==> src/rtl/ex_result_stage_if.sv <==
// Handshake bundle for ex_result_stage: ALU-side entry inputs, EX/MEM output
// entry and the PC redirect. The block is the slave; its environment is the master.
interface ex_result_stage_if #(
  parameter int XLEN = 32,
  parameter int RD_W = 5
) ();
  logic            in_valid_i;
  logic            in_ready_o;
  logic [XLEN-1:0] alu_result_i;
  logic [XLEN-1:0] pc_i;
  logic [XLEN-1:0] imm_i;
  logic [RD_W-1:0] rd_i;
  logic            rd_we_i;
  logic [1:0]      kind_i;
  logic            out_valid_o;
  logic            out_ready_i;
  logic [XLEN-1:0] out_data_o;
  logic [RD_W-1:0] out_rd_o;
  logic            out_we_o;
  logic            redirect_valid_o;
  logic [XLEN-1:0] redirect_pc_o;
  logic            misalign_o;

  modport slave (
    input  in_valid_i, alu_result_i, pc_i, imm_i, rd_i, rd_we_i, kind_i, out_ready_i,
    output in_ready_o, out_valid_o, out_data_o, out_rd_o, out_we_o,
           redirect_valid_o, redirect_pc_o, misalign_o
  );

  modport master (
    output in_valid_i, alu_result_i, pc_i, imm_i, rd_i, rd_we_i, kind_i, out_ready_i,
    input  in_ready_o, out_valid_o, out_data_o, out_rd_o, out_we_o,
           redirect_valid_o, redirect_pc_o, misalign_o
  );
endinterface

==> src/rtl/ex_result_stage.sv <==
// EX/MEM pipeline register: forms the write-back entry, resolves branches/jumps
// into a one-cycle redirect, and feeds downstream through a two-entry skid buffer.
module ex_result_stage #(
  parameter int XLEN = 32,
  parameter int RD_W = 5
) (
  input  logic              clk_i,
  input  logic              rst_i,
  ex_result_stage_if.slave  bus
);

  localparam logic [1:0] KIND_BRANCH = 2'b01;
  localparam logic [1:0] KIND_JUMP   = 2'b10;

  logic            w_taken;
  logic [XLEN-1:0] w_target;
  logic [XLEN-1:0] w_data;
  logic            w_we;
  logic            w_accept;
  logic            w_drain;

  logic            r_m_valid, r_s_valid;
  logic [XLEN-1:0] r_m_data, r_s_data;
  logic [RD_W-1:0] r_m_rd, r_s_rd;
  logic            r_m_we, r_s_we;
  logic            r_redir_valid;
  logic [XLEN-1:0] r_redir_pc;
  logic            r_misalign;

  logic            w_m_valid_nx, w_s_valid_nx;
  logic [XLEN-1:0] w_m_data_nx, w_s_data_nx;
  logic [RD_W-1:0] w_m_rd_nx, w_s_rd_nx;
  logic            w_m_we_nx, w_s_we_nx;

  assign w_accept = bus.in_valid_i & ~r_s_valid;
  assign w_drain  = r_m_valid & bus.out_ready_i;

  // Entry formation from the current upstream instruction (kind 11 behaves as ALU).
  always_comb begin
    w_taken  = 1'b0;
    w_target = '0;
    w_data   = bus.alu_result_i;
    w_we     = bus.rd_we_i & (bus.rd_i != {RD_W{1'b0}});
    case (bus.kind_i)
      KIND_BRANCH: begin
        w_taken  = bus.alu_result_i[0];
        w_target = bus.pc_i + bus.imm_i;
        w_data   = '0;
        w_we     = 1'b0;
      end
      KIND_JUMP: begin
        w_taken  = 1'b1;
        w_target = bus.alu_result_i & ~XLEN'(1);
        w_data   = bus.pc_i + XLEN'(4);
      end
      default: begin
        w_taken  = 1'b0;
      end
    endcase
  end

  // Skid-buffer next state; S is only ever loaded while M holds and is not draining.
  always_comb begin
    w_m_valid_nx = r_m_valid;
    w_m_data_nx  = r_m_data;
    w_m_rd_nx    = r_m_rd;
    w_m_we_nx    = r_m_we;
    w_s_valid_nx = r_s_valid;
    w_s_data_nx  = r_s_data;
    w_s_rd_nx    = r_s_rd;
    w_s_we_nx    = r_s_we;
    if (r_s_valid) begin
      if (w_drain) begin
        w_m_data_nx  = r_s_data;
        w_m_rd_nx    = r_s_rd;
        w_m_we_nx    = r_s_we;
        w_s_valid_nx = 1'b0;
      end else begin
        w_s_valid_nx = 1'b1;
      end
    end else if (w_accept) begin
      if (!r_m_valid || w_drain) begin
        w_m_valid_nx = 1'b1;
        w_m_data_nx  = w_data;
        w_m_rd_nx    = bus.rd_i;
        w_m_we_nx    = w_we;
      end else begin
        w_s_valid_nx = 1'b1;
        w_s_data_nx  = w_data;
        w_s_rd_nx    = bus.rd_i;
        w_s_we_nx    = w_we;
      end
    end else if (w_drain) begin
      w_m_valid_nx = 1'b0;
    end else begin
      w_m_valid_nx = r_m_valid;
    end
  end

  // Main and skid registers.
  always_ff @(posedge clk_i or posedge rst_i) begin
    if (rst_i) begin
      r_m_valid <= 1'b0;
      r_m_data  <= '0;
      r_m_rd    <= '0;
      r_m_we    <= 1'b0;
      r_s_valid <= 1'b0;
      r_s_data  <= '0;
      r_s_rd    <= '0;
      r_s_we    <= 1'b0;
    end else begin
      r_m_valid <= w_m_valid_nx;
      r_m_data  <= w_m_data_nx;
      r_m_rd    <= w_m_rd_nx;
      r_m_we    <= w_m_we_nx;
      r_s_valid <= w_s_valid_nx;
      r_s_data  <= w_s_data_nx;
      r_s_rd    <= w_s_rd_nx;
      r_s_we    <= w_s_we_nx;
    end
  end

  // Redirect fires on acceptance regardless of downstream backpressure; target holds otherwise.
  always_ff @(posedge clk_i or posedge rst_i) begin
    if (rst_i) begin
      r_redir_valid <= 1'b0;
      r_redir_pc    <= '0;
      r_misalign    <= 1'b0;
    end else if (w_accept && w_taken) begin
      r_redir_valid <= 1'b1;
      r_redir_pc    <= w_target;
      r_misalign    <= w_target[1];
    end else begin
      r_redir_valid <= 1'b0;
    end
  end

  assign bus.in_ready_o       = ~r_s_valid;
  assign bus.out_valid_o      = r_m_valid;
  assign bus.out_data_o       = r_m_data;
  assign bus.out_rd_o         = r_m_rd;
  assign bus.out_we_o         = r_m_we;
  assign bus.redirect_valid_o = r_redir_valid;
  assign bus.redirect_pc_o    = r_redir_pc;
  assign bus.misalign_o       = r_misalign;

endmodule
==> src/flat_wrapper.sv <==
// flat-port wrapper written by rule: the top's interface ports become plain ports
module ex_result_stage_flat 
#(
  parameter int XLEN = 32,
  parameter int RD_W = 5
)
  (clk_i, rst_i, bus_in_valid_i, bus_alu_result_i, bus_pc_i, bus_imm_i, bus_rd_i, bus_rd_we_i, bus_kind_i, bus_out_ready_i, bus_in_ready_o, bus_out_valid_o, bus_out_data_o, bus_out_rd_o, bus_out_we_o, bus_redirect_valid_o, bus_redirect_pc_o, bus_misalign_o);
  ex_result_stage_if #(.XLEN(XLEN), .RD_W(RD_W)) bus_i ();
  input  logic clk_i;
  input  logic rst_i;
  input wire logic [$bits(bus_i.in_valid_i)-1:0] bus_in_valid_i;
  input wire logic [$bits(bus_i.alu_result_i)-1:0] bus_alu_result_i;
  input wire logic [$bits(bus_i.pc_i)-1:0] bus_pc_i;
  input wire logic [$bits(bus_i.imm_i)-1:0] bus_imm_i;
  input wire logic [$bits(bus_i.rd_i)-1:0] bus_rd_i;
  input wire logic [$bits(bus_i.rd_we_i)-1:0] bus_rd_we_i;
  input wire logic [$bits(bus_i.kind_i)-1:0] bus_kind_i;
  input wire logic [$bits(bus_i.out_ready_i)-1:0] bus_out_ready_i;
  output wire logic [$bits(bus_i.in_ready_o)-1:0] bus_in_ready_o;
  output wire logic [$bits(bus_i.out_valid_o)-1:0] bus_out_valid_o;
  output wire logic [$bits(bus_i.out_data_o)-1:0] bus_out_data_o;
  output wire logic [$bits(bus_i.out_rd_o)-1:0] bus_out_rd_o;
  output wire logic [$bits(bus_i.out_we_o)-1:0] bus_out_we_o;
  output wire logic [$bits(bus_i.redirect_valid_o)-1:0] bus_redirect_valid_o;
  output wire logic [$bits(bus_i.redirect_pc_o)-1:0] bus_redirect_pc_o;
  output wire logic [$bits(bus_i.misalign_o)-1:0] bus_misalign_o;
  assign bus_i.in_valid_i = bus_in_valid_i;
  assign bus_i.alu_result_i = bus_alu_result_i;
  assign bus_i.pc_i = bus_pc_i;
  assign bus_i.imm_i = bus_imm_i;
  assign bus_i.rd_i = bus_rd_i;
  assign bus_i.rd_we_i = bus_rd_we_i;
  assign bus_i.kind_i = bus_kind_i;
  assign bus_i.out_ready_i = bus_out_ready_i;
  assign bus_in_ready_o = bus_i.in_ready_o;
  assign bus_out_valid_o = bus_i.out_valid_o;
  assign bus_out_data_o = bus_i.out_data_o;
  assign bus_out_rd_o = bus_i.out_rd_o;
  assign bus_out_we_o = bus_i.out_we_o;
  assign bus_redirect_valid_o = bus_i.redirect_valid_o;
  assign bus_redirect_pc_o = bus_i.redirect_pc_o;
  assign bus_misalign_o = bus_i.misalign_o;
  ex_result_stage #(.XLEN(XLEN), .RD_W(RD_W)) u_core (.clk_i(clk_i), .rst_i(rst_i), .bus(bus_i));
endmodule
==> config.mk <==
export PLATFORM = sky130hd
export DESIGN_NAME = ex_result_stage_flat
export DESIGN_NICKNAME = d
export VERILOG_FILES = /design/src/rtl/ex_result_stage_if.sv /design/src/rtl/ex_result_stage.sv /design/src/flat_wrapper.sv
export SDC_FILE = /design/constraint.sdc
export NUM_CORES = 1
export LEC_CHECK = 0
export CORE_ASPECT_RATIO = 0.9
export CORE_MARGIN = 1
export CORE_UTILIZATION = 40
export CTS_BUF_LIST = sky130_fd_sc_hd__clkbuf_4 sky130_fd_sc_hd__clkbuf_8
export CTS_CLUSTER_SIZE = 28
export DETAILED_ROUTE_END_ITERATION = 10
export PLACE_DENSITY = 0.76
export RECOVER_POWER = 25
export SYNTH_ARGS = -nofsm -noshare
export SYNTH_HDL_FRONTEND = slang
export SYNTH_SLANG_ARGS = --single-unit
==> constraint.sdc <==
create_clock -name clk_i -period 3.49 [get_ports clk_i]
set_input_delay 0.349 -clock clk_i [delete_from_list [all_inputs] [get_ports clk_i]]
set_output_delay 0.349 -clock clk_i [all_outputs]
set_load 0.01 [all_outputs]
== After elaboration in Yosys (flattened, before gate mapping) ==
Cells that the tools add are included.
Storage, ports and cells
  bits in registers: 112
  bits of input ports: 108
  output and inout port bits: 74
  logic and storage cells: 56
Operators by class
  add/subtract/negate cells: 2
  equal/unequal tests: 4
  muxes and demuxes: 24
  bitwise logic cells: 5
  reductions and logical operators: 10
Operator list (count)
  2-to-1 mux 32 bit: 4
  one-hot mux 32 bit (2 select lines): 2
  adder 32 x 3 -> 32 bit (second input constant): 1
  adder 32 bit: 1
  2-to-1 mux 5 bit: 4
  2-to-1 mux 1 bit: 13
  AND reduction 3 bit: 3
  nonzero test 2 bit: 3
  nonzero test 5 bit: 1
  bitwise AND 1 bit: 3
  == test 2 x 1 -> 1 bit (second input constant): 1
  == test 2 bit (second input constant): 1
  != test 2 x 1 -> 1 bit (second input constant): 1
  != test 2 bit (second input constant): 1
  inverter 1 bit: 2
  one-hot mux 1 bit (2 select lines): 1
  logical AND 1 bit: 1
  logical NOT 1 bit: 1
  logical OR 1 bit: 1

== Logic depth before layout (Yosys ltp) ==
Gate-level depths: netlist of run 1.
  depth after elaboration: 6
  gate-level depth with buffers: 11
  depth with buffers taken out: 10

== Least setup slack after synthesis of run 1 ==
No wires, ideal clock.
  path kind: in2reg
  start point: input port bus_imm_i[0]
  end point: register u_core.r_redir_pc[24], in the netlist u_core.bus.redirect_pc_o[24]
  library setup time: 83 ps
  arrival: 2326 ps
  data required time: 3407 ps
  setup slack: 1081 ps
  stages: 10
  buffers on the path: 0
  cell sequence: ha_1 -> fa_1 -> a21oi_1 -> o21ai_0 -> a21o_1 -> a311o_1 -> a21oi_2 -> o31ai_1 -> xnor2_1 -> o21ai_0
Between the ends
  cells in the longest elaborated chain, start to end: 2
RTL lines
  start: declaration: RTL line flat_wrapper.sv:14  | input wire logic [$bits(bus_i.imm_i)-1:0] bus_imm_i;
  adder 32 bit: RTL line ex_result_stage.sv:47  | w_target = bus.pc_i + bus.imm_i;
  one-hot mux 32 bit (2 select lines): RTL line ex_result_stage.sv:44  | case (bus.kind_i)
  end signal: assignment: RTL line ex_result_stage.sv:131  | r_redir_pc <= w_target;
  end: declaration: RTL line ex_result_stage.sv:27  | logic [XLEN-1:0] r_redir_pc;
Every way passes these cells.
A chain may end at the register's enable or synchronous reset.

== Final worst setup path of run 1 ==
  start point: input port bus_pc_i[4]
  end point: register u_core.r_redir_pc[31], in the netlist u_core.bus.redirect_pc_o[31]
Between the ends
  cells in the longest elaborated chain, start to end: 2
RTL lines
  start: declaration: RTL line flat_wrapper.sv:13  | input wire logic [$bits(bus_i.pc_i)-1:0] bus_pc_i;
  adder 32 bit: RTL line ex_result_stage.sv:47
  one-hot mux 32 bit (2 select lines): RTL line ex_result_stage.sv:44
Every way passes these cells.

==> impl_metrics.ini, run 1 <==
[outcome]
outcome = finished with violations
violations = capacitance limit, slew limit

[critical_path]
cp-end-kind = register
reg2reg_depth = 7
slowest_stage = clkdlybuf4s50_1
cp_cell_sequence = clkdlybuf4s50_1, ha_1, nand2_1, nor3b_2, o211a_1, o2111ai_1, o31ai_2, a31oi_1, nor4bb_1, nor3_1
crit_buf_inv = 1
cp_max_fo = 6
cp.required_ps = 3770
cp_num_cells = 10
cp.arrival_ps = 3130
slowest_delay_ps = 540
reg2reg_slack_ps = 1130
critPathKind = in -> reg
r2r-start = u_core.r_s_valid
reg2reg_to = u_core.bus.redirect_pc_o[31]
start_kind = input pin
cp_top_family = compound AO/OA/AOI/OAI gates

[cells_and_area]
multi_input_area_um2 = 4240
fillers = 1676
final_common_cell = clkdlybuf4s50_1
syn2layout_area_growth_pct = 30.9
fin_nets = 1155
drive_gt1_share_pct = 6.49
register_area_um2 = 2780
final_cell_mix = 180 x clkdlybuf4s50_1, 110 x dfrtp_1, 104 x nand2_1
antenna_cells = 0

[timing]
post-route-min-period_ps = 2850
max_slew_margin_pct = -50.8
setup_violations = 0
rsz0062_at_grt = no
tightest_slew_ps = 2260
hold_violations = 0
period_share_pct = 81.6
hold_slack_ps = 480
fin_worst_skew_ps = 8.68
fmax_mhz = 351
drv_slew = 56
setup-tns-final_ps = 0

[drt]
ant_nets = 0
drt_iter0_markers = 575
wirelength_um = 22700
drc = 0
drt-pass1-iter-count = 5
dr_total_vias = 7022
viasPerCell = 5.59
post_drt_wl_per_cell_um = 18.1

[yosys]
synth.area.top_cells = dfrtp_1 38%, a21oi_1 6.4%, ha_1 5.9%
yosysTopAreaCell = dfrtp_1
synth_nets = 1002
syn_inst = 859
synth_edf_count = 0
ys.flop_type = dfrtp_1
async_flop_share_pct = 100
synth_top_area_share_pct = 38.2
ys_types = 66
syn-cell-area_um2 = 7270
ys_ff_latch = 111
yosysWarnings = 0
yosysSeqAreaShare_pct = 38.2
syn_area_per_cell_um2 = 8.46

[power]
ir_drop_mv = 0.291
p_per_area_nw_per_um2 = 621
leakagePower_uw = 0.00402

[clock_network]
cts_setup_buffers = 0
cts_tree = done
numCtsBuffers = 9
clk_path_buf_depth = 2
htreeDepth = 3
insertion_delay_ps = 390
hold_buffers = 0
clk_pin_slew_ps = 110
cts_root_buf = clkbuf_8
clock_sinks = 111
ctsResizeCount = 0

[global_routing]
grt_max_degree = 57
grt_antenna_before_repair = 0
use_met2_pct = 37.9
grt_pass1_wl_um = 34900
grt-busiest-layer = met2
grt_util_all_layers_pct = 24.5
use_met1_pct = 35.6
use_met3_pct = 1.91
grt_pass1_vias = 6349
grt-ovfl-total = 0

[min_path]
min_path_type = reg -> reg
hold_start = u_core.bus.redirect_pc_o[0]
holdPathStages = 2
worstHoldEndpoint = u_core.bus.redirect_pc_o[0]

[floorplanning]
die_y_um = 130
io_pins = 182
start_util_pct = 41.0
core_area_um2 = 17700
dieArea_um2 = 18700
die-width_um = 144
fp-row-count = 46

[run]
cap_viol_max_count = 1

[place]
hpwl_um = 17700
place.gp.congestion = 0.966
io_buffer_count = 181
[synth_stat cells, types with 2 or more instances]
| master | n |
|---|---|
| a21o_1 | 15 |
| a211oi_1 | 8 |
| or3_1 | 2 |
| a221oi_1 | 12 |
| a22oi_1 | 18 |
| o21ai_0 | 71 |
| nand3_1 | 23 |
| mux2i_1 | 15 |
| nor3_1 | 7 |
| a21oi_1 | 93 |
| o221ai_1 | 4 |
| o31a_1 | 3 |
| buf_2 | 6 |
| nor2_1 | 103 |
| inv_2 | 2 |
| and2_1 | 4 |
| a31oi_1 | 2 |
| nor3_2 | 3 |
| and3_1 | 17 |
| mux2_2 | 16 |
| nand2_1 | 105 |
| o22ai_1 | 5 |
| nand2b_1 | 4 |
| nor2b_1 | 3 |
| o21a_1 | 4 |
| o21ai_1 | 4 |
| buf_1 | 5 |
| clkbuf_1 | 42 |
| nand4_1 | 9 |
| inv_1 | 12 |
| xor2_1 | 23 |
| o21bai_1 | 3 |
| o31ai_1 | 7 |
| dfrtp_1 | 111 |
| xnor2_1 | 33 |
| nor4_1 | 2 |
| ha_1 | 34 |
[per-layer routing]
| metal | vias to the layer above | share of wire, % |
|---|---|---|
| met5 | - | 0 |
| met2 | 310 | 45 |
| met1 | 3319 | 46 |
| li1 | 3360 | - |
| met4 | 0 | 2.5 |
| met3 | 33 | 6.9 |
[layout make-up]
cell class              count  share of cell area, %
well taps                 240                   3.15
clock buffers              10                   1.45
inverters                  14                  0.552
flip-flops and latches    111                   29.2
multi-input cells         680                   44.5
clock inverters             6                  0.789
repair buffers            196                   20.3
[tightest hold or removal path, cell delays in order, from the launching register on]
cell     delay [ps]
dfrtp_1         360
nand2_1          50
nand2_1          50
[state kept, by name, indices dropped and copies added, names as in the netlist, 5 cells and up]
register                  count
u_core.bus.out_data_o        32
u_core.bus.redirect_pc_o     32
u_core.r_s_data              32
u_core.bus.out_rd_o           5
u_core.r_s_rd                 5
[how the worst max path moves through the flow]
stage                startpoint                      endpoint
floorplan                 rst_i      u_core.bus.out_data_o[0]
global placement    bus_pc_i[0]  u_core.bus.redirect_pc_o[24]
detailed placement  bus_pc_i[4]  u_core.bus.redirect_pc_o[31]
CTS                 bus_pc_i[4]  u_core.bus.redirect_pc_o[31]
global route              rst_i              u_core.r_s_valid
finish              bus_pc_i[4]  u_core.bus.redirect_pc_o[31]
[report_power, final]
group / internal [µW] / switching, µW
registers: 1880 / 361
logic: 1410 / 1400
clock network: 364 / 486
total: 3660 / 2250
[cells by family (layout without fill, tap and decap cells)]
logic type      Yosys count  count (layout)  synth area share, %
buf+inv                  68             226                 3.67
mux                      31              31                 4.54
fa+ha+maj                35              35                 6.13
compound gates          264             264                 22.1
simple gates            294             294                 18.6
flops                   111             111                 38.2
xor+xnor                 56              56                 6.75
[through the flow]
stage | worst slack (ps) | cells | total power [µW] | instance area [µm²] | utilization (%)
floorplan | 210 | 859 | 3740 | 7270 | -
global placement | 413 | 1241 | 5020 | 9310 | 52.5
detailed placement | 312 | 1241 | 5090 | 9310 | 52.5
CTS | 730 | 1257 | 5940 | 9520 | 53.7
global route | 365 | 1257 | 6310 | 9520 | 53.7
finish | 641 | 1257 | 5910 | 9520 | 53.7
(Power assumes the default switching activity.)
==> inputs of run 2 (changes only) <==
PLACE_DENSITY = 0.73   (was 0.76)
clock period = 2.8 ns   (was 3.49 ns; I/O delays follow)
==> run 2 against run 1 <==
The run ends with slew limit left; largest power group unchanged; highest routed layer unchanged; final cell count rose by 6.0%; combinational power up 29%; global-route usage is 0.22 points lower; final area grew 6.3%; worst hold slack gained 5.7 ps; non-clock buffer count grew 75.
==> impl_metrics.ini, run 2 (synthesis results as in run 1) <==
[timing]
period_share_pct = 94.5
post-route-min-period_ps = 2650
max_slew_margin_pct = -0.412
fin_worst_skew_ps = 11.9
setup_violations = 0
rsz0062_at_grt = no
final.setup.worst_slack_ps = 153
fmax_mhz = 378
tightest_slew_ps = 1510
drv_slew = 111
hold_violations = 0

[critical_path]
cp_max_fo = 3
cp.arrival_ps = 2950
cp.required_ps = 3100
critPathKind = in -> reg
start_kind = input pin
reg2reg_slack_ps = 480
cp-end-kind = register

[drt]
viasPerCell = 5.31
drt-pass1-iter-count = 5
drt_iter0_markers = 456
dr_total_vias = 7084
post_drt_wl_per_cell_um = 16.7
drc = 0
ant_nets = 0
wirelength_um = 22300

[clock_network]
htreeDepth = 3
hold_buffers = 0
clk_path_buf_depth = 2
cts_tree = done
cts_root_buf = clkbuf_8
insertion_delay_ps = 380
clock_sinks = 111
ctsResizeCount = 0
numCtsBuffers = 9
cts_setup_buffers = 0
clk_pin_slew_ps = 110

[outcome]
violations = slew limit
outcome = finished with violations

[global_routing]
grt_antenna_before_repair = 1
grt_max_degree = 112
grt_util_all_layers_pct = 24.3
grt-ovfl-total = 0
grt_pass1_wl_um = 35100
grt_pass1_vias = 6760

[cells_and_area]
fin_cells = 1333
final_common_cell = clkdlybuf4s50_1
postLayoutCoreUtil_pct = 57.1
fin_nets = 1230
final_cell_mix = 180 x clkdlybuf4s50_1, 111 x dfrtp_1, 104 x nand2_1
fillers = 1614
syn2layout_area_growth_pct = 39.2
drive_gt1_share_pct = 12.9

[floorplanning]
fp-row-count = 46
core_area_um2 = 17700
start_util_pct = 41.0
dieArea_um2 = 18700
io_pins = 182
die-width_um = 144
die_y_um = 130

[power]
ir_drop_mv = 0.337
power_uw = 7530
leakagePower_uw = 0.00439
p_per_area_nw_per_um2 = 744

[min_path]
min_path_type = reg -> reg

[place]
pre_cts_ws_ps = -227
place.gp.congestion = 0.929
io_buffer_count = 181
hpwl_um = 17600
dp.cells = 1316

[run]
cap_viol_max_count = 0
==> run 2: metal layers <==
layer	up-vias	share of wire, %	track usage [%]
li1	3513	-	-
met1	3301	47	35.1
met2	233	45	37.5
met3	37	5.2	1.87
met4	0	2.8	9.76
met5	-	0	0
==> run 2: stage by stage <==
stage / hold WS [ps] / instance area, µm² / TNS [ps]
after global placement: 459 / 9900 / -871
after global routing: 482 / 10100 / 0
after floorplan: 366 / 7270 / 0
after detailed placement: 469 / 9900 / -1300
final: 486 / 10100 / 0
after CTS: 452 / 10100 / 0
==> run 2: path summary, 6_finish.rpt <==
kind | startpoint | endpoint | cells after the start
setup / recovery | bus_pc_i[0] | u_core.bus.redirect_pc_o[24] | 11
hold / removal | u_core.bus.out_data_o[5] | u_core.bus.out_data_o[5] | 2
setup reg to reg | u_core.r_s_valid | u_core.bus.redirect_pc_o[22] | 8
hold reg to reg | u_core.bus.out_data_o[5] | u_core.bus.out_data_o[5] | 2
max in group asynchronous | rst_i | u_core.bus.redirect_pc_o[20] | 3
min in group asynchronous | rst_i | u_core.bus.out_rd_o[1] | 3
==> run 2: power breakdown <==
part	total [µW]	internal (µW)	switching (µW)
Combinational	3620	1860	1750
Sequential	2790	2350	443
Clock	1120	525	599
Total	7530	4740	2790
==> run 2: worst max-delay path, cell delays in order <==
cell and delay, ps:
clkdlybuf4s50_1 420, ha_1 220, fa_1 420, a21oi_1 230, o21ai_0 160, a21o_1 220, a311o_1 360, a21oi_2 240
o31ai_1 130, xnor2_1 130, o21ai_0 140
==> run 2: final cells by class <==
type / instances / area (µm²) / share of cell area (%)
multi-input combinational: 680 / 4240 / 41.9
sequential: 111 / 2780 / 27.5
timing repair buffer: 271 / 2510 / 24.8
tap: 240 / 300 / 2.97
clock buffer: 9 / 124 / 1.22
clock inverter: 7 / 109 / 1.08
inverter: 14 / 56.3 / 0.556
antenna: 1 / 2.50 / 0.0247
==> inputs of run 3 (changes only) <==
CORE_MARGIN = 2   (was 1)
CORE_UTILIZATION = 45   (was 40)
PLACE_DENSITY = 0.8   (was 0.73)
clock period = 3.1 ns   (was 2.8 ns; I/O delays follow)
==> run 3 against run 2 <==
Sequential cell count did not move; largest cell class unchanged; critical path type unchanged; setup slack improved by 190 ps; clock power fell by 17%; the run now ends clean.
==> impl_metrics.ini, run 3 (synthesis results as in run 1) <==
[outcome]
outcome = finished clean

[power]
p_int_uw = 4150
leakagePower_uw = 0.00414
p_sw_uw = 2500
ir_drop_mv = 0.515
p_per_area_nw_per_um2 = 689
seqPwrFrac_pct = 37.9
pwr-share-comb_pct = 48.2
clock_power_share_pct = 14.0
power_uw = 6650
swShare_pct = 37.6

[timing]
fmax_mhz = 362
period_share_pct = 89.0
setup_violations = 0
drv_slew = 0
rsz0062_at_grt = no
tightest_slew_ps = 1370
hold_violations = 0
fin_worst_skew_ps = 11.4
max_slew_margin_pct = 8.76
post-route-min-period_ps = 2760

[critical_path]
r2r-start = u_core.r_s_valid
start_kind = input pin
reg2reg_slack_ps = 1020
reg2reg_depth = 8
cp.arrival_ps = 3030
cp.required_ps = 3370
cp_max_fo = 3
reg2reg_to = u_core.bus.redirect_pc_o[22]
cp-end-kind = register
critPathKind = in -> reg

[min_path]
min_path_type = in -> async

[place]
hpwl_um = 17000
io_buffer_count = 181
place.gp.congestion = 0.946

[clock_network]
htreeDepth = 3
cts_tree = done
hold_buffers = 0
cts_root_buf = clkbuf_8
cts_setup_buffers = 0
ctsResizeCount = 0
clk_pin_slew_ps = 110
numCtsBuffers = 9
clk_path_buf_depth = 2
clock_sinks = 111
insertion_delay_ps = 380

[cells_and_area]
final_common_cell = clkdlybuf4s50_1
drive_gt1_share_pct = 8.91
syn2layout_area_growth_pct = 32.8
postLayoutCoreUtil_pct = 60.5
antenna_cells = 0
final_cell_mix = 180 x clkdlybuf4s50_1, 111 x dfrtp_1, 104 x nand2_1
fillers = 1415
fin_nets = 1182

[global_routing]
grt_pass1_vias = 6669
grt_max_degree = 56
grt-ovfl-total = 0
grt_util_all_layers_pct = 25.7
grt_antenna_before_repair = 0
grt_pass1_wl_um = 34600

[run]
cap_viol_max_count = 0

[floorplanning]
die_y_um = 125
die-width_um = 138
fp-row-count = 44
core_area_um2 = 16000
start_util_pct = 45.5
io_pins = 182
dieArea_um2 = 17200

[drt]
dr_total_vias = 7042
post_drt_wl_per_cell_um = 17.3
drt-pass1-iter-count = 5
viasPerCell = 5.63
drc = 0
ant_nets = 0
drt_iter0_markers = 583
wirelength_um = 21700
## run 3: routing by layer
| layer | global-route usage [%] | vias to the layer above | share of wire, % |
|---|---|---|---|
| met1 | 39.1 | 3314 | 47 |
| met3 | 1.67 | 39 | 5.6 |
| met4 | 9.18 | 0 | 3.0 |
| met5 | 0 | - | 0 |
| li1 | - | 3425 | - |
| met2 | 38.2 | 264 | 44 |
## run 3: cell type report
cell class / count / area, µm² / area share (%)
Tap cell: 207 / 259 / 2.68
Clock buffer: 10 / 131 / 1.36
Sequential cell: 111 / 2780 / 28.8
Timing Repair Buffer: 223 / 2120 / 22.0
Inverter: 14 / 53.8 / 0.557
Multi-Input combinational cell: 680 / 4240 / 43.9
Clock inverter: 6 / 77.6 / 0.803
## run 3: worst max path at each step
| stage | start | depth (start not counted) | slack [ps] | end |
|---|---|---|---|---|
| floorplan | bus_imm_i[0] | 10 | 730 | u_core.bus.redirect_pc_o[24] |
| global placement | bus_pc_i[0] | 11 | 60 | u_core.bus.redirect_pc_o[24] |
| detailed placement | bus_pc_i[0] | 11 | -70 | u_core.bus.redirect_pc_o[26] |
| CTS | bus_pc_i[0] | 11 | 320 | u_core.bus.redirect_pc_o[26] |
| global route | bus_pc_i[0] | 11 | 150 | u_core.bus.redirect_pc_o[26] |
| finish | bus_pc_i[0] | 11 | 340 | u_core.bus.redirect_pc_o[26] |
## run 3: power groups by stage
stage	sequential [µW]	combinational, µW	clock (µW)
2_1_floorplan	2650	1560	0
3_3_place_gp	2520	3150	0
3_5_place_dp	2550	3210	0
4_1_cts	2520	3220	940
5_1_grt	2600	3550	992
6_report	2520	3200	929
## run 3: critical path, cell delays in order
cell,delay [ps]
clkdlybuf4s50_1,430
ha_1,220
fa_1,420
a21oi_1,240
o21ai_0,160
a21oi_1,330
o21ai_2,130
a41oi_1,310
o21ai_0,170
xnor2_1,220
o22ai_1,100
## run 3: metrics by stage
step / TNS, ps / hold WS, ps / cells / area, µm² / setup WS [ps]
after floorplan: 0 / 396 / 859 / 7270 / 730
after global placement: 0 / 460 / 1235 / 9460 / 59.1
after detailed placement: -68.2 / 470 / 1235 / 9460 / -68.2
after CTS: 0 / 137 / 1251 / 9670 / 325
after global routing: 0 / 260 / 1251 / 9660 / 147
final: 0 / 254 / 1251 / 9660 / 341
